### config.mk
export PLATFORM = sky130hd
export DESIGN_NAME = led_dimmer
export DESIGN_NICKNAME = d
export VERILOG_FILES = /design/src/rtl/led_dimmer.sv
export SDC_FILE = /design/constraint.sdc
export NUM_CORES = 1
export LEC_CHECK = 0
export BUFFER_PORTS_ARGS = -buffer_cell sky130_fd_sc_hd__buf_4
export CAP_MARGIN = 20
export CORE_MARGIN = 3
export CORE_UTILIZATION = 50
export CTS_BUF_LIST = sky130_fd_sc_hd__clkbuf_8 sky130_fd_sc_hd__clkbuf_16
export CTS_CLUSTER_SIZE = 16
export DETAILED_ROUTE_END_ITERATION = 7
export GPL_TIMING_DRIVEN = 0
export PLACE_DENSITY = 0.83
export SKIP_LAST_GASP = 1
export SLEW_MARGIN = 20
export SYNTH_ARGS = -nofsm -noshare
export SYNTH_HDL_FRONTEND = slang
export SYNTH_SLANG_ARGS = --single-unit
### constraint.sdc
create_clock -name CLK_I -period 3.2 [get_ports CLK_I]
set_clock_uncertainty 0.1 [all_clocks]
set_input_delay 0.32 -clock CLK_I [delete_from_list [all_inputs] [get_ports CLK_I]]
set_output_delay 0.32 -clock CLK_I [all_outputs]
set_load 0.05 [all_outputs]
### src/rtl/led_dimmer.sv
// LED dimmer/blinker: gates an active-low LED pattern with an 8-bit PWM and an
// optional blink phase, configured through a small 4-register write bus.
module led_dimmer #(
    parameter int BLINK_W = 24
) (
    input  logic         CLK_I,
    input  logic         RST_I,
    input  logic         WE_I,
    input  logic [1:0]   ADR_I,
    input  logic [31:0]  DAT_I,
    output logic [31:0]  DAT_O,
    input  logic [15:0]  LED_IN,
    output logic [15:0]  LED_OUT
);

    localparam logic [1:0] ADR_CTRL   = 2'd0;
    localparam logic [1:0] ADR_DUTY   = 2'd1;
    localparam logic [1:0] ADR_HALF   = 2'd2;
    localparam logic [1:0] ADR_STATUS = 2'd3;

    logic [1:0]         ctrl_q, ctrl_d;
    logic [7:0]         duty_q, duty_d;
    logic [BLINK_W-1:0] half_q, half_d;
    logic [7:0]         pwm_cnt_q, pwm_cnt_d;
    logic [BLINK_W-1:0] blink_cnt_q, blink_cnt_d;
    logic               phase_q, phase_d;
    logic [15:0]        led_q, led_d;

    logic               wr_ctrl, wr_duty, wr_half;
    logic [BLINK_W-1:0] blink_term;
    logic               pwm_on, gate;
    logic               unused_dat;

    assign unused_dat = ^DAT_I;

    assign wr_ctrl = WE_I && (ADR_I == ADR_CTRL);
    assign wr_duty = WE_I && (ADR_I == ADR_DUTY);
    assign wr_half = WE_I && (ADR_I == ADR_HALF);

    // A half-period of 0 is treated as 1, i.e. terminal count at 0.
    assign blink_term = (half_q == '0) ? '0 : half_q - BLINK_W'(1);

    assign pwm_on = (duty_q == 8'hFF) || (pwm_cnt_q < duty_q);
    assign gate   = ctrl_q[0] ? (pwm_on && phase_q) : 1'b1;
    assign led_d  = ~(~LED_IN & {16{gate}});

    always_comb begin
        ctrl_d      = ctrl_q;
        duty_d      = duty_q;
        half_d      = half_q;
        pwm_cnt_d   = pwm_cnt_q + 8'd1;
        blink_cnt_d = blink_cnt_q;
        phase_d     = phase_q;

        // A BLINK_HALF write beats a simultaneous terminal count.
        if (!ctrl_q[1]) begin
            blink_cnt_d = '0;
            phase_d     = 1'b1;
        end else if (wr_half) begin
            blink_cnt_d = '0;
        end else if (blink_cnt_q == blink_term) begin
            blink_cnt_d = '0;
            phase_d     = ~phase_q;
        end else begin
            blink_cnt_d = blink_cnt_q + BLINK_W'(1);
        end

        if (wr_ctrl) begin
            ctrl_d = DAT_I[1:0];
            if (!DAT_I[1]) begin
                phase_d     = 1'b1;
                blink_cnt_d = '0;
            end
        end
        if (wr_duty) duty_d = DAT_I[7:0];
        if (wr_half) half_d = DAT_I[BLINK_W-1:0];
    end

    always_ff @(posedge CLK_I) begin
        if (RST_I) begin
            ctrl_q      <= '0;
            duty_q      <= 8'hFF;
            half_q      <= '0;
            pwm_cnt_q   <= '0;
            blink_cnt_q <= '0;
            phase_q     <= 1'b1;
            led_q       <= 16'hFFFF;
        end else begin
            ctrl_q      <= ctrl_d;
            duty_q      <= duty_d;
            half_q      <= half_d;
            pwm_cnt_q   <= pwm_cnt_d;
            blink_cnt_q <= blink_cnt_d;
            phase_q     <= phase_d;
            led_q       <= led_d;
        end
    end

    assign LED_OUT = led_q;

    always_comb begin
        DAT_O = '0;
        case (ADR_I)
            ADR_CTRL:   DAT_O = {30'd0, ctrl_q};
            ADR_DUTY:   DAT_O = {24'd0, duty_q};
            ADR_HALF:   DAT_O = 32'(half_q);
            ADR_STATUS: DAT_O = {16'd0, pwm_cnt_q, 7'd0, phase_q};
            default:    DAT_O = '0;
        endcase
    end

endmodule

Word level (Yosys, flattened, before mapping)

Index checks and enable logic that the tools add are counted.
Widths: inputs -> output; s select.

Bitwise logic cells: 4
Reduce and logical (&&, ||, !) cells: 7
Multiplexer cells: 13
Magnitude comparators: 1
Equality and inequality tests: 5
Add/sub/neg operators: 3

Operator list:

| kind                  | number |
|---|---|
| $mux 24               | 6 |
| $pmux 32 s4           | 1 |
| $not 16->16           | 2 |
| $add 24x1->24 const B | 1 |
| $eq 24x24->1          | 1 |
| $logic_not 24->1      | 1 |
| $sub 24x1->24 const B | 1 |
| $and 16x16->16        | 1 |
| $add 8x1->8 const B   | 1 |
| $eq 8x8->1 const B    | 1 |
| $lt 8x8->1            | 1 |
| $mux 1                | 6 |
| $eq 2x2->1 const B    | 2 |
| $logic_and 1x1->1     | 4 |
| $eq 2x1->1 const B    | 1 |
| $logic_not 2->1       | 1 |
| $logic_or 1x1->1      | 1 |
| $not 1->1             | 1 |

Register bits: 83
Logic and storage cells: 40
Input port bits: 53
Output and inout bits: 48

Longest topological paths before layout

Gate-level depths: netlist of the first run.

Depth after elaboration: 8
Gate-level depth with buffers: 12
Gate-level depth less buffers: 10

Worst setup path before layout of the first run

OpenSTA, ideal clock, no wires.

Path kind: register to register
Start: register half_q[23]
End: register blink_cnt_q[18]
Arrival: 2.867 ns
Stages on the path, launching flop included: 10
Setup slack: 0.092 ns
Data required time: 2.958 ns
Path through: dfxtp_1 > or3_4 > or4_1 > o32ai_1 > o21ai_1 > a2111o_1 > or4_4 > nor4_4 > buf_6 > nor3_1

Word-level cells in the longest chain between the ends: 8
Elaborated cells between the ends (all ways): 9
Those cells by class: add/sub (1); eq/ne (1); mux (6); reduce/logical (1)

Ends and longest elaborated chain:

| element                                                  | RTL line | text |
|---|---|---|
| from (decl)                                              | 23       | `logic [BLINK_W-1:0] half_q, half_d;` |
| from (signal assigned)                                   | 91       | `half_q <= half_d;` |
| $sub 24x1->24 / $logic_not 24->1 (equally long branches) | 41       | `assign blink_term = (half_q == '0) ? '0 : half_q - BLINK_W'(1);` |
| $mux 24 *                                                | 41       |  |
| $eq 24x24->1 *                                           | 61       | `end else if (blink_cnt_q == blink_term) begin` |
| $mux 24 *                                                | 61       |  |
| $mux 24 *                                                | 59       | `end else if (wr_half) begin` |
| $mux 24 *                                                | 56       | `if (!ctrl_q[1]) begin` |
| $mux 24                                                  | 70       | `if (!DAT_I[1]) begin` |
| $mux 24 *                                                | 68       | `if (wr_ctrl) begin` |
| to (signal assigned)                                     | 93       | `blink_cnt_q <= blink_cnt_d;` |
| to (decl)                                                | 25       | `logic [BLINK_W-1:0] blink_cnt_q, blink_cnt_d;` |

Mark *: on every way between the ends. The rest lies on a longest branch, timed or not.
A chain may end at the register's enable or synchronous reset.

Worst setup path after layout of the first run

Start: register half_q[23]
End: register blink_cnt_q[22]

Same word-level chain as after synthesis.

==> summary.txt, run 1 <==
Layout
  – # nets final: between 800 and 900
  – Area delta synth->final: 28.7%
  – Commonest non-fill, non-tap cell in the layout: buf_4
  – Layout cell share with drive strength beyond 1: roughly 28%
  – Most frequent cells in the layout: buf_4, dfxtp_1, nand2_1
  – ANT cells: 0
  – Fillers: between 700 and 800
  – Fin util: 67.9%

Routing
  – DRC viols: 0
  – Vias per std cell: 6.24
  – Drt first-iter violations: between 600 and 700
  – Overall routed net length: approximately 17000 um
  – Antenna viol nets, final: 0
  – Per-cell routed wire length: roughly 19 um
  – Via count: about 5600
  – Drt pass-1 iters: 6

Power
  – Peak VDD IR: around 220 uV
  – Lkg Pwr: 2.75 nW
  – Pwr Density: between 400 and 500 mW/mm^2
  – Overall Power: around 3.0 mW

Synth
  – Syn_area_per_cell: 8.20 um^2
  – Post-Syn Instances: between 600 and 700
  – Post-synthesis cell type count: 62
  – Register bit total from synthesis: 83
  – Top FF cell, synth: dfxtp_1
  – Mapped cell area: around 0.0053 mm^2
  – Share of flip-flops with an asynchronous set or reset: 0%
  – Number of synthesized flops with an enable pin: 0
  – Yosys Warn Count: 0
  – Seq/Total Area, Yosys: 31.4%

Run
  – # Max-Cap Violations: 0

Setup path
  – Worst Path Arrival: about 3300 ps
  – Crit path launch: half_q[23]
  – CP Class: flip-flop to flip-flop
  – Reg2reg setup slack: -7 ps
  – Req. time, crit path: ~3300 ps
  – CP endpoint: blink_cnt_q[22]
  – CP Launch Type: flip-flop
  – CP max FO: 6
  – R2R cell count: 10
  – Crit. End Element: flip-flop
  – Worst r2r dst: blink_cnt_q[22]
  – R2r startpoint: half_q[23]

Die
  – # IOs: around 100
  – Die area: roughly 0.012 mm^2
  – Initial Util: a little over half
  – DIE HEIGHT: roughly 110 um
  – Num rows: 36
  – Core box area: between 0.01 and 0.015 mm^2
  – Die width: approximately 110 um

GRT
  – Largest net degree at the start of global routing: 14
  – First-pass GRT wire length: ~26000 um
  – Initial antenna violation count: 0
  – GRT Total Usage: between 20% and 30%
  – Number of global-route vias before repair: around 5100
  – GR Overflow Total: 0

Timing
  – Unrepaired setup endpoints after global routing: yes
  – Least-Margin Pin Slew: around 1200 ps
  – Fmax: slightly above 0.3 GHz
  – Final Hold Viols: 0
  – Crit path time final: 3210 ps
  – Slew headroom: between 20 and 25%
  – Final period util: 100%
  – Max Slew Vio Count: 0
  – Post-route setup slack: -6.50 ps
  – Setup violators final: 2

Clock network
  – Clk_lat worst skew: 380 ps
  – H-tree depth: 3
  – # clock sinks: 83
  – Bufs on Longest Clock Path: 2
  – CTS Buf Count: 9
  – Clk pin slew, worst setup/hold paths: roughly 80 ps
  – CTS tree: done
  – Root Buffer: clkbuf_8

Place
  – Gpl congestion: 0.950
  – Detailed Place HPWL: about 12000 um
  – Port buffer count: 84

Status
  – Status: finished with violations
  – Failing checks: setup timing

Min path
  – Worst hold path type: input port to flip-flop
[logic make-up (layout without fill, tap and decap cells)]
logic type               after synthesis  in the layout  synth area share, %
flip-flops                            83             83                 31.4
AO/OA/AOI/OAI                        121            121                 16.5
multiplexers                          16             16                 3.28
AND/OR/NAND/NOR                      289            289                 30.4
adder cells (fa/ha/maj)               10             10                 2.36
buffers and inverters                 71            181                 6.21
other                                  1              8               0.0708
XOR/XNOR                              55             55                 9.87
[how the worst min path moves through the flow]
stage | startpoint | slack [ps] | cells past startpoint | end
floorplan | pwm_cnt_q[0] | 330 | 1 | pwm_cnt_q[0]
global placement | ctrl_q[1] | 360 | 2 | ctrl_q[1]
detailed placement | ctrl_q[1] | 370 | 2 | ctrl_q[1]
CTS | DAT_I[15] | 80 | 3 | half_q[15]
global route | DAT_I[15] | 90 | 3 | half_q[15]
finish | DAT_I[11] | 90 | 3 | half_q[11]
[power by group]
| group | switching, mW | internal (mW) | leakage [nW] |
|---|---|---|---|
| Clock | 0.393 | 0.637 | 0.141 |
| Sequential | 0.0370 | 1.07 | 0.681 |
| Combinational | 0.489 | 0.335 | 1.93 |
[per-layer routing]
metal / global-route usage (%) / share of wire [%]
met1: 37.6 / 41
met2: 43.2 / 46
met3: 4.26 / 9.8
met4: 11.3 / 2.8
met5: 0 / 0
[cell type report]
type                       count  area, um^2  share of cell area [%]
timing repair buffer         101         797                    11.7
multi-input combinational    499        3600                    52.7
buffer                        48         251                    3.69
clock inverter                 5         124                    1.82
sequential                    83        1670                    24.5
clock buffer                  11         151                    2.22
inverter                      16        60.1                   0.881
tap                          133         166                    2.44
[repair_timing]
action / 4_1_cts / 5_1_grt
gates cloned: 0 / 2
endpoints found under the setup margin: 25 / 25
buffers inserted: 4 / 11
pin swaps: 5 / 23
resized for setup: 20 / 41
hold buffers: 0 / 0
[Yosys cell counts, types with 8 or more instances]
master     n  area [um^2]
a211oi_1  17          128
nor3_2     9         90.1
and3_1    11         68.8
nor2_1    52          195
clkbuf_1  36          135
a21oi_1   36          180
inv_1     16         60.1
nand2_1   81          304
ha_1      10          125
nand4_1    8         50.1
nor4_1     8         50.1
xnor2_1   28          245
o32ai_1   19          166
or3b_2    17          149
and2_1    12         75.1
dfxtp_1   83         1660
xor2_1    24          210
nand3_1   22          110
mux2i_1   14          140
a311o_1    8         80.1
buf_4     10         75.1
nor2b_1   13         81.3
nor3_1    19         95.1
[through the flow]
stage / setup slack, ps / hold slack (ps) / setup TNS (ps) / instance area (um^2) / instances
after global routing: -79.9 / 88.1 / -1450 / 6820 / 896
after floorplan: 91.6 / 332 / 0 / 5330 / 653
after CTS: 8.14 / 81.3 / 0 / 6520 / 887
after detailed placement: -568 / 374 / -11070 / 6120 / 870
after global placement: -540 / 362 / -9950 / 6120 / 870
final: -6.50 / 86.5 / -8.25 / 6820 / 896
[critical path, cell delays in order, from the launching register on]
cell       delay [ps]
dfxtp_4           360
or3_4             410
or4_4             430
o32ai_2           130
o21ai_1           100
a2111o_1          420
or4_4             570
nor4_4            160
buf_6             180
clkbuf_16         170
nor3_2             40
[sequential cells by signal (all words and copies together), names as in the netlist]
register     count
blink_cnt_q     24
pwm_cnt_q        8
half_q          24
phase_q          1
LED_OUT         16
ctrl_q           2
duty_q           8
No activity file was read; power rests on OpenSTA's default activity.
==> run 2, diff against run 1 <==
--- a/config.mk
+++ b/config.mk
@@ -14,6 +14,8 @@
 export DETAILED_ROUTE_END_ITERATION = 7
 export GPL_TIMING_DRIVEN = 0
 export PLACE_DENSITY = 0.83
+export REMOVE_ABC_BUFFERS = 1
+export SETUP_SLACK_MARGIN = 0.4
 export SKIP_LAST_GASP = 1
 export SLEW_MARGIN = 20
 export SYNTH_ARGS = -nofsm -noshare
==> run 2 against run 1 <==
The flow now finishes without violations. Critical endpoint is now phase_q. Largest cell class unchanged. Critical path type unchanged. Sequential power is essentially flat. Register-to-register slack better by 30 ps. Via count shrank 6.2%. Combinational power is 2% lower.
==> summary.txt, run 2 (synthesis results as in run 1) <==
Layout
  – FF/Latch Area: 0.00170 mm^2 (was 0.00167 mm^2)
  – Area of the multi-input gates: 0.00356 mm^2 (was 0.00360 mm^2)
  – Commonest non-fill, non-tap cell in the layout: buf_4 (unchanged)
  – Fillers: 795 (was 747)
  – # nets final: 782 (was 821)
  – Most frequent cells in the layout: buf_4, nand2_1, dfxtp_1 (was buf_4, dfxtp_1, nand2_1)
  – Layout cell share with drive strength beyond 1: 30.8% (was 28.4%)
  – Area delta synth->final: 23.2% (was 28.7%)
  – ANT cells: 0 (unchanged)
  – Finished Layout Cells: 857 (was 896)

Routing
  – DRC viols: 0 (unchanged)
  – Via count: 5243 (was 5587)
  – Vias per std cell: 6.12 (was 6.24)
  – Per-cell routed wire length: 17.9 um (was 18.9 um)
  – Drt first-iter violations: 510 (was 667)
  – Drt pass-1 iters: 6 (unchanged)
  – Overall routed net length: 15400 um (was 16900 um)
  – Antenna viol nets, final: 0 (unchanged)

Die
  – Die width: 109 um (unchanged)
  – Initial Util: 52.8% (unchanged)
  – DIE HEIGHT: 109 um (unchanged)
  – Core box area: 0.0100 mm^2 (unchanged)
  – # IOs: 101 (unchanged)
  – Die area: 0.0119 mm^2 (unchanged)
  – Num rows: 36 (unchanged)

Clock network
  – Hold_buf cts: 0 (unchanged)
  – H-tree depth: 3 (unchanged)
  – CTS Buf Count: 9 (unchanged)
  – Clk pin slew, worst setup/hold paths: 90 ps (was 80 ps)
  – CTS tree: done (unchanged)
  – Bufs on Longest Clock Path: 2 (unchanged)
  – Root Buffer: clkbuf_8 (unchanged)
  – # clock sinks: 83 (unchanged)
  – Clk_lat worst skew: 380 ps (about the same)

Run
  – # Max-Cap Violations: 0 (unchanged)

GRT
  – Largest net degree at the start of global routing: 76 (was 14)
  – Number of global-route vias before repair: 4785 (was 5091)
  – GRT Total Usage: 25.5% (was 27.5%)
  – GR Overflow Total: 0 (unchanged)
  – First-pass GRT wire length: 23900 um (was 25800 um)
  – Initial antenna violation count: 0 (unchanged)

Min path
  – Worst hold path type: input port to flip-flop (unchanged)

Setup path
  – Max stage delay cell, worst path: or4_4 (unchanged)
  – CP max FO: 8 (was 6)
  – Reg2reg setup slack: 20 ps (was -7 ps)
  – CP Class: flip-flop to flip-flop (unchanged)
  – Slowest cell delay on critical path: 540 ps (was 570 ps)
  – Req. time, crit path: 3380 ps (was 3340 ps)
  – Worst Path Arrival: 3350 ps (was 3340 ps)
  – Crit. End Element: flip-flop (unchanged)
  – Critical-path cell list: nor4_4 -> buf_4 -> nand2_4 -> nor4_4 -> mux2i_1 -> a2111o_1 -> or4_4 -> buf_4 -> nor4_4 -> mux2_4 (was or3_4 -> or4_4 -> o32ai_2 -> o21ai_1 -> a2111o_1 -> or4_4 -> nor4_4 -> buf_6 -> clkbuf_16 -> nor3_2)
  – Crit path top cell by count: nor4_4 (was or4_4)
  – CP Launch Type: flip-flop (unchanged)

Timing
  – Fin Setup TNS: 0 ps (was -8.25 ps)
  – Post-route setup slack: 23.1 ps (was -6.50 ps)
  – Unrepaired setup endpoints after global routing: yes (unchanged)
  – Crit path time final: 3180 ps (was 3210 ps)
  – Setup violators final: 0 (was 2)
  – Max Slew Vio Count: 0 (unchanged)
  – Least-Margin Pin Slew: 1040 ps (was 1170 ps)
  – Final Hold Viols: 0 (unchanged)
  – Slew headroom: 30.3% (was 22.0%)
  – Final period util: 99.3% (was 100%)
  – Fmax: 0.315 GHz (was 0.312 GHz)

Place
  – # placed instances: 817 (was 870)
  – Detailed Place HPWL: 10000 um (was 11900 um)
  – Gpl congestion: 0.918 (was 0.950)
  – Port buffer count: 84 (unchanged)
  – Place WS: -465 ps (was -568 ps)

Status
  – Status: finished clean (was finished with violations)

Power
  – Peak VDD IR: 260 uV (was 218 uV)
  – Pwr Density: 415 mW/mm^2 (was 435 mW/mm^2)
  – Lkg Pwr: 2.64 nW (was 2.75 nW)
run 2: stage by stage:
step	total power [mW]	utilization, %	instance area (um^2)	hold WS (ps)
after global placement	1.80	58.3	5850	358
after CTS	2.64	63.0	6330	78.2
after global routing	2.81	65.0	6530	77.2
after detailed placement	1.81	58.5	5880	358
final	2.71	65.0	6530	79.8
after floorplan	1.61	-	5060	287
run 2: where the power goes:
part / internal [mW] / switching (mW) / leakage [nW]
combinational: 0.331 / 0.479 / 1.86
sequential: 1.07 / 0.0422 / 0.689
clock: 0.380 / 0.409 / 0.0905
total: 1.78 / 0.931 / 2.64
run 2: critical path: cells and delay by family (launching register included):
family                 cells  cell delay (ps)
muxes                      2              470
DFF                        1              370
and+or+nand+nor            5             1360
buffers and inverters      2              350
AOI/OAI and AO/OA          1              410
run 2: final cells by class:
| cell class | instances | area share, % |
|---|---|---|
| Inverter | 16 | 0.920 |
| Clock inverter | 6 | 0.996 |
| Timing Repair Buffer | 110 | 12.8 |
| Tap cell | 133 | 2.55 |
| Clock buffer | 10 | 2.11 |
| Sequential cell | 83 | 26.1 |
| Multi-Input combinational cell | 499 | 54.5 |
run 2: path summary, 6_finish.rpt:
| check | startpoint | to | cells after the start |
|---|---|---|---|
| hold reg to reg | pwm_cnt_q[0] | pwm_cnt_q[0] | 1 |
| setup reg to reg | half_q[6] | phase_q | 10 |
| hold / removal | DAT_I[23] | half_q[23] | 3 |
| setup / recovery | half_q[6] | phase_q | 10 |
run 2: timing repair:
action | in CTS | in global routing
gates cloned | 0 | 1
endpoints found under the hold margin | 0 | 0
setup endpoints to repair | 25 | 25
gates resized for setup | 45 | 29
buffers inserted | 9 | 14
pin swaps | 16 | 13
run 2: metal layers:
metal	share of wire, %	wire length [um]	track usage, %
met5	0	0	0
met4	2.9	444	9.56
met3	7.1	1100	4.85
met2	49	7550	41.6
met1	41	6280	33.4
